[src/rtl/rumble_pattern_sequencer.sv]
// Rumble motor / LED pattern sequencer: queues MMIO pattern commands and
// plays each as a train of on/off pulses timed in UNIT_CYCLES ticks.
module rumble_pattern_sequencer #(
   parameter int unsigned UNIT_CYCLES = 500000,
   parameter int unsigned QUEUE_DEPTH = 4,
   parameter int unsigned CNT_W       = 3
) (
   input  logic        fastClock,
   input  logic        reset,
   input  logic        cmdWrite,
   input  logic [31:0] cmdWord,
   output logic        ledMotorOut,
   output logic        cmdFull,
   output logic        busy,
   output logic [31:0] mmioStatus
);
   localparam int unsigned PTR_W = (QUEUE_DEPTH > 1) ? $clog2(QUEUE_DEPTH) : 1;

   typedef enum logic [1:0] {IDLE, ON, OFF} state_t;

   state_t           state_q;
   logic [19:0]      fifo_q [QUEUE_DEPTH];
   logic [PTR_W-1:0] wr_ptr_q, rd_ptr_q;
   logic [CNT_W-1:0] count_q;
   logic [3:0]       pulses_q;
   logic [7:0]       on_q, off_q;
   logic [27:0]      timer_q;
   logic             overflow_q;
   logic             led_q;

   logic             is_abort, fifo_full, push_d, pop_d, pulse_done_d;
   logic [19:0]      head_d;
   logic [27:0]      head_on_cyc_d, on_cyc_d, off_cyc_d;
   logic             unused_bits;

   function automatic logic [27:0] unit_cycles(input logic [7:0] units);
      return 28'(units) * 28'(UNIT_CYCLES);
   endfunction

   function automatic logic [7:0] on_units(input logic [7:0] units);
      return (units == 8'd0) ? 8'd1 : units;
   endfunction

   assign unused_bits   = ^cmdWord[31:20];
   assign is_abort      = cmdWrite && (cmdWord[3:0] == 4'd0);
   assign fifo_full     = (count_q == CNT_W'(QUEUE_DEPTH));
   assign push_d        = cmdWrite && (cmdWord[3:0] != 4'd0) && !fifo_full;
   assign head_d        = fifo_q[rd_ptr_q];
   assign head_on_cyc_d = unit_cycles(on_units(head_d[11:4]));
   assign on_cyc_d      = unit_cycles(on_units(on_q));
   assign off_cyc_d     = unit_cycles(off_q);

   // A pulse ends when OFF expires, or when ON expires and the off phase is empty.
   assign pulse_done_d  = (timer_q == '0) &&
                          ((state_q == OFF) || ((state_q == ON) && (off_q == 8'd0)));
   assign pop_d         = (count_q != '0) &&
                          ((state_q == IDLE) || (pulse_done_d && (pulses_q < 4'd2)));

   always_ff @(posedge fastClock) begin
      if (reset) begin
         state_q    <= IDLE;
         wr_ptr_q   <= '0;
         rd_ptr_q   <= '0;
         count_q    <= '0;
         pulses_q   <= '0;
         on_q       <= '0;
         off_q      <= '0;
         timer_q    <= '0;
         overflow_q <= 1'b0;
         led_q      <= 1'b0;
      end else if (is_abort) begin
         state_q  <= IDLE;
         wr_ptr_q <= '0;
         rd_ptr_q <= '0;
         count_q  <= '0;
         pulses_q <= '0;
         timer_q  <= '0;
         led_q    <= 1'b0;
      end else begin
         if (push_d) begin
            fifo_q[wr_ptr_q] <= cmdWord[19:0];
            wr_ptr_q         <= wr_ptr_q + PTR_W'(1);
         end
         if (cmdWrite && fifo_full) begin
            overflow_q <= 1'b1;
         end
         if (pop_d) begin
            rd_ptr_q <= rd_ptr_q + PTR_W'(1);
         end
         if (push_d && !pop_d) begin
            count_q <= count_q + CNT_W'(1);
         end else if (pop_d && !push_d) begin
            count_q <= count_q - CNT_W'(1);
         end

         if (pop_d) begin
            pulses_q <= head_d[3:0];
            on_q     <= head_d[11:4];
            off_q    <= head_d[19:12];
            timer_q  <= head_on_cyc_d - 28'd1;
            led_q    <= 1'b1;
            state_q  <= ON;
         end else if (state_q == IDLE) begin
            led_q <= 1'b0;
         end else if (!pulse_done_d) begin
            if (timer_q != '0) begin
               timer_q <= timer_q - 28'd1;
            end else begin
               led_q   <= 1'b0;
               timer_q <= off_cyc_d - 28'd1;
               state_q <= OFF;
            end
         end else if (pulses_q >= 4'd2) begin
            pulses_q <= pulses_q - 4'd1;
            timer_q  <= on_cyc_d - 28'd1;
            led_q    <= 1'b1;
            state_q  <= ON;
         end else begin
            pulses_q <= '0;
            timer_q  <= '0;
            led_q    <= 1'b0;
            state_q  <= IDLE;
         end
      end
   end

   assign ledMotorOut = led_q;
   assign cmdFull     = fifo_full;
   assign busy        = (state_q != IDLE) || (count_q != '0);

   always_comb begin
      mmioStatus              = '0;
      mmioStatus[CNT_W-1:0]   = count_q;
      mmioStatus[8]           = busy;
      mmioStatus[9]           = overflow_q;
      mmioStatus[13:10]       = pulses_q;
   end
endmodule

[config.mk]
export PLATFORM = sky130hd
export DESIGN_NAME = rumble_pattern_sequencer
export DESIGN_NICKNAME = d
export VERILOG_FILES = /design/src/rtl/rumble_pattern_sequencer.sv
export SDC_FILE = /design/constraint.sdc
export NUM_CORES = 1
export LEC_CHECK = 0
export BUFFER_PORTS_ARGS = -buffer_cell sky130_fd_sc_hd__clkbuf_2
export CORE_MARGIN = 2
export CORE_UTILIZATION = 47
export CTS_CLUSTER_SIZE = 24
export DETAILED_ROUTE_END_ITERATION = 16
export SETUP_SLACK_MARGIN = 0.02
export SLEW_MARGIN = 20
export SYNTH_ARGS = -nofsm -noshare
export SYNTH_HDL_FRONTEND = slang
export SYNTH_SLANG_ARGS = --single-unit
[constraint.sdc]
create_clock -name fastClock -period 6.9 [get_ports fastClock]
set_input_delay 1.035 -clock fastClock [delete_from_list [all_inputs] [get_ports fastClock]]
set_output_delay 1.035 -clock fastClock [all_outputs]
set_load 0.005 [all_outputs]
======== Yosys cells after proc, flatten, opt, wreduce, memory -nomap -nowiden ========
Memories as Yosys holds them, arrays and structs flattened. A register that Yosys moved wholly into a read port is not among the register bits.
Cells that the tools add are included.
storage, ports and cells
  bits in registers ....................... 59
  RAM bits ................................ 80
  output and inout bits ................... 35
  word-level logic and storage cells ...... 99
  memories kept ........................... 1
operators by class
  add/sub/neg operators ................... 9
  $mul .................................... 3
  order comparisons ....................... 2
  equality and inequality tests ........... 7
  muxes and demuxes ....................... 29
  bitwise gates (word level) .............. 2
  reduce and logical (&&, ||, !) cells .... 35
memories
  memory  words  bits a word  read ports  clocked after Yosys merged registers in  wr ports  line  source
  fifo_q  4      20           1           1                                        1         22    logic [19:0] fifo_q [QUEUE_DEPTH];
operators by type and width
  cell                                                                                 count
  28-bit 2-to-1 mux                                                                    5
  27-bit by 1-bit subtractor with 28-bit output, second input constant                 3
  8-bit by 14-bit multiplier with 22-bit output, second input constant                 3
  28-bit zero test                                                                     1
  28-bit nonzero test                                                                  1
  28-bit by 1-bit subtractor with 28-bit output, second input constant                 1
  8-bit zero test                                                                      3
  4-bit 2-to-1 mux                                                                     4
  8-bit 2-to-1 mux                                                                     2
  1-bit 2-to-1 mux                                                                     12
  1-bit logical AND                                                                    10
  2-bit AND reduction                                                                  5
  2-bit 2-to-1 mux                                                                     4
  3-bit 2-to-1 mux                                                                     2
  2-bit nonzero test                                                                   3
  2-bit by 1-bit adder with 2-bit output, second input constant                        2
  4-bit by 2-bit greater-or-equal comparator with 1-bit output, second input constant  1
  4-bit zero test                                                                      1
  4-bit by 2-bit < comparator with 1-bit output, second input constant                 1
  2-bit inequality test, second input constant                                         2
  4-bit inequality test, second input constant                                         1
  4-bit nonzero test                                                                   1
  4-bit by 1-bit subtractor with 4-bit output, second input constant                   1
  3-bit by 1-bit adder with 3-bit output, second input constant                        1
  other kinds (12)                                                                     17

======== Longest topological paths before layout ========
  depth in word-level cells ............... 10
  mapped depth ............................ 24
  gate-level depth less buffers ........... 24

======== Worst setup path before layout ========
OpenSTA, ideal clock, no wires.
  path type ............................... register to register
  start point ............................. reg on_q[6]
  end point ............................... reg timer_q[24]
  setup time .............................. 0.066 ns
  arrival ................................. 5.584 ns
  setup slack ............................. 1.250 ns
  cell stages (with the launch flop) ...... 25
  buffers on the path ..................... 1
  clock period less this slack ............ 5.650 ns
  cell sequence ........................... dfxtp_1 > inv_1 > ha_1 > nand4bb_1 > nor3_1 > nand2b_1 > inv_1 > ha_1 > fa_1 > ha_1 > inv_1 > fa_1 > inv_1 > ha_1 > clkbuf_1 > a211o_1 > a21oi_1 > o31a_1 > xor2_1 > nand2_1 > or3_4 > or4_1 > nand3_1 > nor2_1 > a21oi_2
on the way
  word-level cells in the longest chain between the ends .. 8
RTL lines
  element                                            line  source
  start, declared                                    26    logic [7:0] on_q, off_q;
  start signal, assigned                             98    on_q <= head_d[11:4];
  8-bit zero test                                    41    return (units == 8'd0) ? 8'd1 : units;
  8-bit 2-to-1 mux (*)                               41
  8-bit by 14-bit multiplier with 22-bit output (*)  37    return 28'(units) * 28'(UNIT_CYCLES);
  27-bit by 1-bit subtractor with 28-bit output (*)  115   timer_q <= on_cyc_d - 28'd1;
  28-bit 2-to-1 mux (*)                              113   end else if (pulses_q >= 4'd2) begin
  28-bit 2-to-1 mux (*)                              105   end else if (!pulse_done_d) begin
  28-bit 2-to-1 mux (*)                              103   end else if (state_q == IDLE) begin
  28-bit 2-to-1 mux (*)                              96    if (pop_d) begin
  end signal, assigned                               100   timer_q <= head_on_cyc_d - 28'd1;
  end signal, assigned                               107   timer_q <= timer_q - 28'd1;
  end signal, assigned                               115
  end, declared                                      27    logic [27:0] timer_q;
Mark *: on every way between the ends. The rest lies on a longest branch, timed or not. The select of a mux whose other input is x is not followed.
A chain may end at the register's enable or synchronous reset.

==> reports/metrics.yaml <==
outcome:
  status: "complete, no violations"
grt:
  first_global_vias: 9716
  antenna_found_initial: 0
  grt_first_pass_wirelength_um: 49180
  grt_max_degree: 45
  grt-ovfl-total: 0
  track_usage: 0.2125
clock_network:
  cts_buffer_depth: 2
  cts_setup_buffers: 0
  clock_sinks: 141
  cts_tree: "done"
  clk_pin_slew_ns: 0.07
  ctsHoldBuffers: 0
  cts_buffers: 17
  cts_max_level: 4
  clock_latency_ns: 0.44
  cts_resized: 0
  cts_root_buffer: "clkbuf_16"
setup_path:
  cp-end-kind: "register"
  path_class: "reg2reg"
  cp.required_ns: 7.26
  critical_path_arrival_ns: 6.65
  start_kind: "register"
  crit_fanout: 8
detailed_routing:
  drc: 0
  ant_nets: 0
  wire_per_inst_um: 16.49
  drt_iter0_markers: 613
  drt-total-wl_um: 29620
  drtPass1Iterations: 5
  via_count: 10006
  viasPerCell: 5.571
cells_and_area:
  drive_gt1_frac: 0.09238
  n_antenna_cell: 0
  final_util: 0.5141
  area_delta_synth_final_pct: 8.449
  n_fill_cell: 2514
  fin_nets: 1665
floorplan:
  core_area_sq_mm: 0.02755
  start_util: 0.4740
  rows: 61
  die_h_um: 170.7
  die_w_um: 170.7
  io_pins: 70
  die_area_sq_mm: 0.02914
timing:
  finalHoldViolCount: 0
  max_freq_ghz: 0.1591
  fin_ws_ns: 0.6135
  setup_viol: 0
  max-slew-margin-rel: 0.2687
  worst_slew_pin_slew_ns: 1.097
  skew_ns: 0.01584
  slew_violations: 0
  period_share: 0.9111
  grt_setup_unrepaired: "no"
  setup_tns_ns: 0
  layout_min_cycle_time_ns: 6.286
min_path:
  hold_path_class: "reg2reg"
yosys:
  yosysTopAreaCell: "edfxtp_1"
  syn-cell-area_sq_mm: 0.01306
  syn_inst: 1381
  synthFlopType: "edfxtp_1"
  synth.distinct_cells: 78
  synth_area_per_cell_sq_um: 9.458
  synthTopCellsByCount: "ha_1, inv_1, nand2_1"
  synth_most_common_cell: "ha_1"
  synth-seq-cells: 141
  synthTopCellsByArea: "edfxtp_1, ha_1, dfxtp_1, fa_1, xnor2_1"
  async_flop_share: 0
  synth_top_area_share: 0.1839
  synth-edff-count: 80
  synth_warnings: 0
  ys_seq_area_frac: 0.2774
run:
  cap_violations: 0
place:
  pre_cts_slack_ns: 0.6688
  gp_congestion: 0.8839
  port_buffers: 34
  dpl.hpwl_um: 23230
==> registers in the layout, summed over array words and instances, names as in the netlist, named ones only <==
| register | cells |
|---|---|
| ledMotorOut | 1 |
| on_q | 8 |
| count_q | 3 |
| off_q | 8 |
| rd_ptr_q | 2 |
| fifo_q | 80 |
| timer_q | 28 |
| state_q | 2 |
| wr_ptr_q | 2 |
| overflow_q | 1 |
| pulses_q | 4 |
==> layout make-up <==
| cell class | instances | area [sq um] | area share |
|---|---|---|---|
| clock buffers | 17 | 425.4 | 0.03003 |
| clock inverters | 15 | 187.7 | 0.01325 |
| inverters | 138 | 518.0 | 0.03657 |
| multi-input cells | 1056 | 8640 | 0.6099 |
| flip-flops and latches | 141 | 3623 | 0.2558 |
| well taps | 378 | 473.0 | 0.03339 |
| repair buffers | 51 | 297.8 | 0.02102 |
==> metal layers <==
layer,vias up,track usage,wire (um)
met5,-,0,0
met3,48,0.03308,1102
met2,197,0.3434,13490
met4,0,0.07544,789
met1,4802,0.2896,14240
li1,4959,-,-
==> path summary, 6_finish.rpt <==
check	startpoint	to	depth (start not counted)	slack [ns]
max	register	timer_q[27]$_SDFFE_PP0P_	20	0.61
min reg2reg	overflow_q$_SDFFE_PP0P_	overflow_q$_SDFFE_PP0P_	2	0.49
max reg2reg	register	timer_q[27]$_SDFFE_PP0P_	20	0.61
min	overflow_q$_SDFFE_PP0P_	overflow_q$_SDFFE_PP0P_	2	0.49
==> per-stage QoR <==
stage          cells  hold slack (ns)  instance area, sq um
2_1_floorplan   1403           0.4380                 13140
3_3_place_gp    1764           0.4580                 13550
3_5_place_dp    1764           0.4750                 13550
4_1_cts         1796           0.4914                 14160
5_1_grt         1796           0.5122                 14160
6_report        1796           0.4856                 14160
==> cells by family (layout without fill, tap and decap cells) <==
family | Yosys count | count (layout) | synth area share
buffers and inverters | 206 | 221 | 0.06744
DFF | 141 | 141 | 0.2774
muxes | 31 | 31 | 0.04407
other | 1 | 23 | 0.0002871
xor gates and xnor gates | 119 | 119 | 0.07980
AOI/OAI and AO/OA | 268 | 268 | 0.1328
adders and majority gates | 225 | 225 | 0.2449
and+or+nand+nor | 390 | 390 | 0.1534
==> layout by cell type, fill, tap and decap left out, types with 8 or more instances in the layout <==
cell	instances
or3_1	10
ha_1	174
a21oi_1	90
dfxtp_1	61
xnor2_1	61
or4_1	9
a31oi_1	11
nand2b_1	10
nand3_1	31
mux4_2	21
mux2i_1	8
o21ai_0	45
edfxtp_1	80
clkbuf_16	17
nor4_1	11
clkbuf_2	34
a21o_1	15
inv_1	136
o221ai_1	8
a211oi_1	20
nor3b_1	8
o21a_1	8
nor2_1	93
nand2_1	96
fa_1	51
nor3_1	43
buf_4	17
and2_1	14
conb_1	23
or2_2	8
nand4_1	10
xor2_1	58
==> critical path, cell delays in order, from the launching register on <==
cell	delay (ns)
dfxtp_1	0.52
mux4_2	0.71
or4_1	0.55
nor4_1	0.19
nor2_1	0.14
ha_1	0.32
inv_1	0.09
fa_1	0.51
inv_1	0.04
ha_1	0.29
ha_1	0.40
a21oi_1	0.25
o211ai_1	0.19
a21boi_0	0.26
xnor2_1	0.17
nor3_1	0.42
nand4_1	0.23
or4_1	0.44
o31ai_1	0.27
a21oi_1	0.08
a21oi_1	0.14
Power is not shown: default switching activity piles up to over one toggle a cycle in this logic, so the estimate is an artifact.
